## config.mk

```make
export PLATFORM = sky130hd
export DESIGN_NAME = fetch_sequencer
export DESIGN_NICKNAME = d
export VERILOG_FILES = /design/src/rtl/fetch_sequencer.sv
export SDC_FILE = /design/constraint.sdc
export NUM_CORES = 1
export LEC_CHECK = 0
export CAP_MARGIN = 10
export CORE_ASPECT_RATIO = 1.5
export CORE_MARGIN = 8
export CORE_UTILIZATION = 42
export DETAILED_ROUTE_END_ITERATION = 10
export MAX_ROUTING_LAYER = met4
export PLACE_DENSITY = 0.88
export SYNTH_ARGS = -nofsm -noshare
export SYNTH_HDL_FRONTEND = slang
export SYNTH_SLANG_ARGS = --single-unit
```

## constraint.sdc

```tcl
create_clock -name clk -period 2.1 [get_ports clk]
set_input_delay 0.63 -clock clk [delete_from_list [all_inputs] [get_ports clk]]
set_output_delay 0.63 -clock clk [all_outputs]
set_load 0.02 [all_outputs]
```

## src/rtl/fetch_sequencer.sv

```systemverilog
// ---------------------------------------------------------------------------
// fetch_sequencer
//   Controls the dual-issue fetch stage. It sequences sequential fetch,
//   hazard stalls, taken-branch redirects with a wrong-path squash window,
//   and stop/restart. It reports fetch-pair validity and keeps a saturating
//   count of bubble cycles for performance debug.
//
// Ports
//   clk           in   rising-edge clock
//   reset         in   asynchronous, active-low reset
//   stall         in   hazard unit: hold the current fetch pair
//   branch_taken  in   execute stage: resolved taken branch this cycle
//   branch_target in   redirect PC, valid while branch_taken=1
//   stop          in   decode: stop instruction present
//   restart       in   external resume from HALT
//   PC_enable     out  PC register load enable
//   PC_source     out  0 = PC adder, 1 = PC_jump
//   PC_jump       out  redirect PC to the fetch mux
//   fetch_valid   out  instruction pair leaving fetch is valid
//   flush         out  squash IF/ID and ID/EX
//   halted        out  1 while in HALT
//   bubble_count  out  saturating count of non-productive cycles
//   dbg_state     out  current FSM state (RUN/STALL/REDIRECT/HALT)
//
// Handshake: none. Every input is a level sampled each cycle. Priority in
// every state is branch_taken > stop > stall > restart. In REDIRECT, all
// inputs except reset are ignored.
// ---------------------------------------------------------------------------
module fetch_sequencer #(
   parameter int bitsize      = 11,
   parameter int FLUSH_CYCLES = 2,
   parameter int CNT_W        = 16
) (
   input  logic               clk,
   input  logic               reset,
   input  logic               stall,
   input  logic               branch_taken,
   input  logic [bitsize-1:0] branch_target,
   input  logic               stop,
   input  logic               restart,
   output logic               PC_enable,
   output logic               PC_source,
   output logic [bitsize-1:0] PC_jump,
   output logic               fetch_valid,
   output logic               flush,
   output logic               halted,
   output logic [CNT_W-1:0]   bubble_count,
   output logic [1:0]         dbg_state
);

   typedef enum logic [1:0] {
      S_RUN      = 2'b00,
      S_STALL    = 2'b01,
      S_REDIRECT = 2'b10,
      S_HALT     = 2'b11
   } state_t;

   localparam logic [2:0] FLUSH_LOAD = 3'(FLUSH_CYCLES - 1);
   // With a single squash cycle, the redirect cycle is the whole squash.
   localparam state_t REDIRECT_NEXT = (FLUSH_CYCLES == 1) ? S_RUN : S_REDIRECT;

   state_t           r_state;
   state_t           w_next_state;
   logic [2:0]       r_flush_cnt;
   logic [2:0]       w_flush_cnt_next;
   logic [CNT_W-1:0] r_bubble;

   logic w_pc_enable;
   logic w_pc_source;
   logic w_fetch_valid;
   logic w_flush;
   logic w_halted;
   logic w_bubble;

   always_ff @(posedge clk or negedge reset) begin
      if (!reset) begin
         r_state     <= S_RUN;
         r_flush_cnt <= 3'd0;
      end else begin
         r_state     <= w_next_state;
         r_flush_cnt <= w_flush_cnt_next;
      end
   end

   always_comb begin
      w_next_state     = r_state;
      w_flush_cnt_next = r_flush_cnt;
      w_pc_enable      = 1'b0;
      w_pc_source      = 1'b0;
      w_fetch_valid    = 1'b0;
      w_flush          = 1'b0;
      w_halted         = 1'b0;

      case (r_state)
         S_RUN, S_STALL: begin
            // A held pair in STALL is still valid, so both states present it.
            w_fetch_valid = 1'b1;
            if (branch_taken) begin
               w_pc_enable      = 1'b1;
               w_pc_source      = 1'b1;
               w_flush          = 1'b1;
               w_flush_cnt_next = FLUSH_LOAD;
               w_next_state     = REDIRECT_NEXT;
            end else if (stop) begin
               w_next_state = S_HALT;
            end else if (stall) begin
               w_next_state = S_STALL;
            end else begin
               // Zero-cycle release: the PC loads in the cycle stall drops.
               w_pc_enable  = 1'b1;
               w_next_state = S_RUN;
            end
         end

         S_REDIRECT: begin
            w_flush     = 1'b1;
            w_pc_enable = 1'b1;
            if (r_flush_cnt == 3'd0) begin
               w_next_state = S_RUN;
            end else begin
               w_flush_cnt_next = r_flush_cnt - 3'd1;
            end
         end

         S_HALT: begin
            w_halted = 1'b1;
            // A taken branch here means the stop itself was on the wrong path.
            if (branch_taken) begin
               w_pc_enable      = 1'b1;
               w_pc_source      = 1'b1;
               w_flush          = 1'b1;
               w_flush_cnt_next = FLUSH_LOAD;
               w_next_state     = REDIRECT_NEXT;
            end else if (stop || stall) begin
               w_next_state = S_HALT;
            end else if (restart) begin
               w_next_state = S_RUN;
            end
         end

         default: begin
            w_next_state = S_RUN;
         end
      endcase
   end

   assign w_bubble = !w_pc_enable || w_flush;

   always_ff @(posedge clk or negedge reset) begin
      if (!reset) begin
         r_bubble <= '0;
      end else if (w_bubble && (r_bubble != '1)) begin
         r_bubble <= r_bubble + {{(CNT_W-1){1'b0}}, 1'b1};
      end
   end

   // The outputs are forced low while reset is held, independent of the clock.
   assign PC_enable    = reset & w_pc_enable;
   assign PC_source    = reset & w_pc_source;
   assign fetch_valid  = reset & w_fetch_valid;
   assign flush        = reset & w_flush;
   assign halted       = reset & w_halted;
   assign PC_jump      = (reset && branch_taken) ? branch_target : '0;
   assign bubble_count = r_bubble;
   assign dbg_state    = r_state;

endmodule

```

==> summary.txt <==
Run status
  • Status: completed

Die
  • Die outline height: 82.6 um
  • FP Rows: 24
  • Die footprint: around 5000 um^2
  • Die Span X: approximately 60 um
  • I/O pin cnt: 51
  • Initial core utilization: between 40% and 50%
  • Placeable Area: 2850 um^2

Yosys
  • Synth top area share: 42.3%
  • Syn nets: 140
  • Syn Std Cell Area: about 1200 um^2
  • Top FF cell, synth: dfrtp_1
  • Async SR Flop Fraction: 100%
  • Syn avg cell area: just over 10 um^2
  • Yosys cell types: 39
  • Mapped Cells: 120
  • Post-synth EDFFs: 0
  • Register area share after synthesis: roughly 42%
  • Yosys Warn Count: 0
  • Top cells by area, synth: dfrtp_1, xor2_1, and3_1
  • Synth area leader: dfrtp_1
  • Synthesized flop and latch total: 21

Final layout
  • Most frequent cells in the layout: clkdlybuf4s50_1, dfrtp_1, buf_4, and3_1, xor2_1
  • Share of cells above drive strength 1: 28.0%
  • Area delta synth->final: 53.6%
  • Layout Nets: slightly above 200
  • Inserted Diodes: 0
  • Core Util, Final: 66.9%
  • Fillers: around 230
  • Finished Cell Area: roughly 1900 um^2
  • Most common cell after layout, fill and taps aside: clkdlybuf4s50_1

Worst setup path
  • Crit path required time: between 1 and 1.5 ns
  • Worst Setup End Kind: output pin
  • Critical path arrival: about 1.4 ns
  • Setup crit start kind: primary input
  • CP max FO: 1
  • Setup CP Type: primary input to output pin

Route
  • DRC Markers: 0
  • Avg Vias per Cell: 5.38
  • Routed via count: around 1200
  • TritonRoute pass-1 iters: 4
  • Routed len/inst: ~16 um
  • DRT iter0 DRCs: 37
  • Post-route ant nets: 0
  • Drt total wl: about 3700 um

Global routing
  • Largest net degree at the start of global routing: 22
  • Number of global-route vias before repair: ~1300
  • M3 GR Usage: between 2 and 3%
  • First-pass GRT wire length: between 6000 and 7000 um
  • Initial antenna violation count: 0
  • Grt met2 use: 29.3%
  • GR peak layer: met2
  • Total GRT Usage: approximately 16%
  • Gr ovfl total: 0
  • Met1 usage: around 17%

Flow run
  • Max Cap Violations: 0

STA
  • WHS: between 0.5 and 0.6 ns
  • Max Slew Vio Count: 0
  • RSZ-0062 raised after global routing: yes
  • Final setup viols: 0
  • Final Hold Vio Count: 0
  • Tcrit/Tclk final: between 90% and 100%
  • Tmin final: between 2 and 2.5 ns
  • Worst-Margin Slew: ~0.48 ns
  • Final WS setup: ~0.034 ns
  • Slew headroom: 68.0%
  • Max Freq: 484 MHz
  • Clock skew: 0.00586 ns

Power
  • Leakage power: between 0.0009 and 0.001 uW
  • IR drop worst, VDD: around 0.48 mV
  • PwrDens: 966 nW/um^2
  • Total Power: approximately 1800 uW

CTS
  • CTS Hold Buffers Added: 0
  • Cts bufs inserted: 3
  • H-tree levels: 1
  • Reg clk slew, reported paths: around 0.080 ns
  • CTS tree: built
  • CTS max path bufs: 2
  • Clock sink count: 21
  • Root buffer cell: clkbuf_8
  • Clock latency on the worst-skew pair: approximately 0.26 ns

Hold path
  • Min-delay worst type: register to register

Placed design
  • Global placement routability congestion: between 0.9 and 1
  • PortBufs: 50
  • Area after DPL: ~1900 um^2
  • Pre-CTS setup slack: -0.756 ns
  • Detailed Place HPWL: 2920 um
-- timing repair --
action                                 4_1_cts  5_1_grt
resized for setup                           68        8
buffers inserted                             0        3
pin swaps                                    0        1
setup endpoints to repair                   30       12
endpoints found under the hold margin        0        0
-- flip-flops by register name (all words and copies together), names as in the netlist --
register and count:
bubble_count 16, r_flush_cnt 3, dbg_state 2
-- path summary, 6_finish.rpt --
kind                                   from          endpoint  slack, ns  cells after the start
setup reg to reg               dbg_state[1]   bubble_count[5]       0.42                      5
setup / recovery           branch_target[9]        PC_jump[9]       0.03                      3
hold reg to reg              r_flush_cnt[0]    r_flush_cnt[0]       0.51                      1
hold / removal               r_flush_cnt[0]    r_flush_cnt[0]       0.51                      1
min in group asynchronous             reset  bubble_count[15]       0.70                      5
max in group asynchronous             reset  bubble_count[14]       1.18                      5
-- layer usage --
metal | vias to the layer above | wire length [um] | part of all wire [%]
met3 | 6 | 210 | 5.7
met4 | 0 | 74 | 2.0
met1 | 575 | 1470 | 40
met2 | 61 | 1900 | 52
met5 | - | 0 | 0
li1 | 569 | - | -
-- power by group --
part           total, uW  internal [uW]  switching (uW)
Clock                264            135             129
Combinational        900            431             470
Sequential           679            522             157
Total               1840           1090             755
-- cell families (layout without fill, tap and decap cells) --
kind of cell / after synthesis / after routing / share of synthesized area, %
buffers and inverters: 7 / 73 / 2.21
multiplexers: 1 / 1 / 1.21
AND/OR/NAND/NOR: 59 / 59 / 33.4
AO/OA/AOI/OAI: 16 / 16 / 8.66
XOR/XNOR: 13 / 13 / 9.16
flip-flops: 21 / 21 / 42.3
adder cells (fa/ha/maj): 3 / 3 / 3.02
-- synth_stat cells (2+ instances only) --
cell type  count
a311oi_1       2
and3_1        13
clkbuf_1       2
dfrtp_1       21
ha_1           3
inv_1          4
nand2_1        9
nand2b_1       2
nand3_1        4
nand4_1        2
nand4_2        2
nor2_1         7
nor2b_1        2
nor3_1         3
nor4_1         3
nor4_2         2
o21ai_0        5
o31ai_1        2
xor2_1        12
-- worst max-delay path, cell delays in order --
cell and delay [ns]:
clkdlybuf4s50_1 0.45, and3_1 0.20, buf_4 0.15
-- area by class of cell --
type | instances | area (um^2) | area share [%]
Timing Repair Buffer | 65 | 579 | 30.4
Tap cell | 39 | 48.8 | 2.56
Clock buffer | 4 | 45.0 | 2.36
Sequential cell | 21 | 526 | 27.5
Inverter | 4 | 15.0 | 0.787
Multi-Input combinational cell | 92 | 694 | 36.4
-- stage by stage --
stage	setup TNS, ns	cells
final	0	225
after global routing	-0.00843	225
after CTS	-0.0317	222
after detailed placement	-16.78	218
after global placement	-15.41	218
after floorplan	0	120
(Power assumes the default switching activity.)
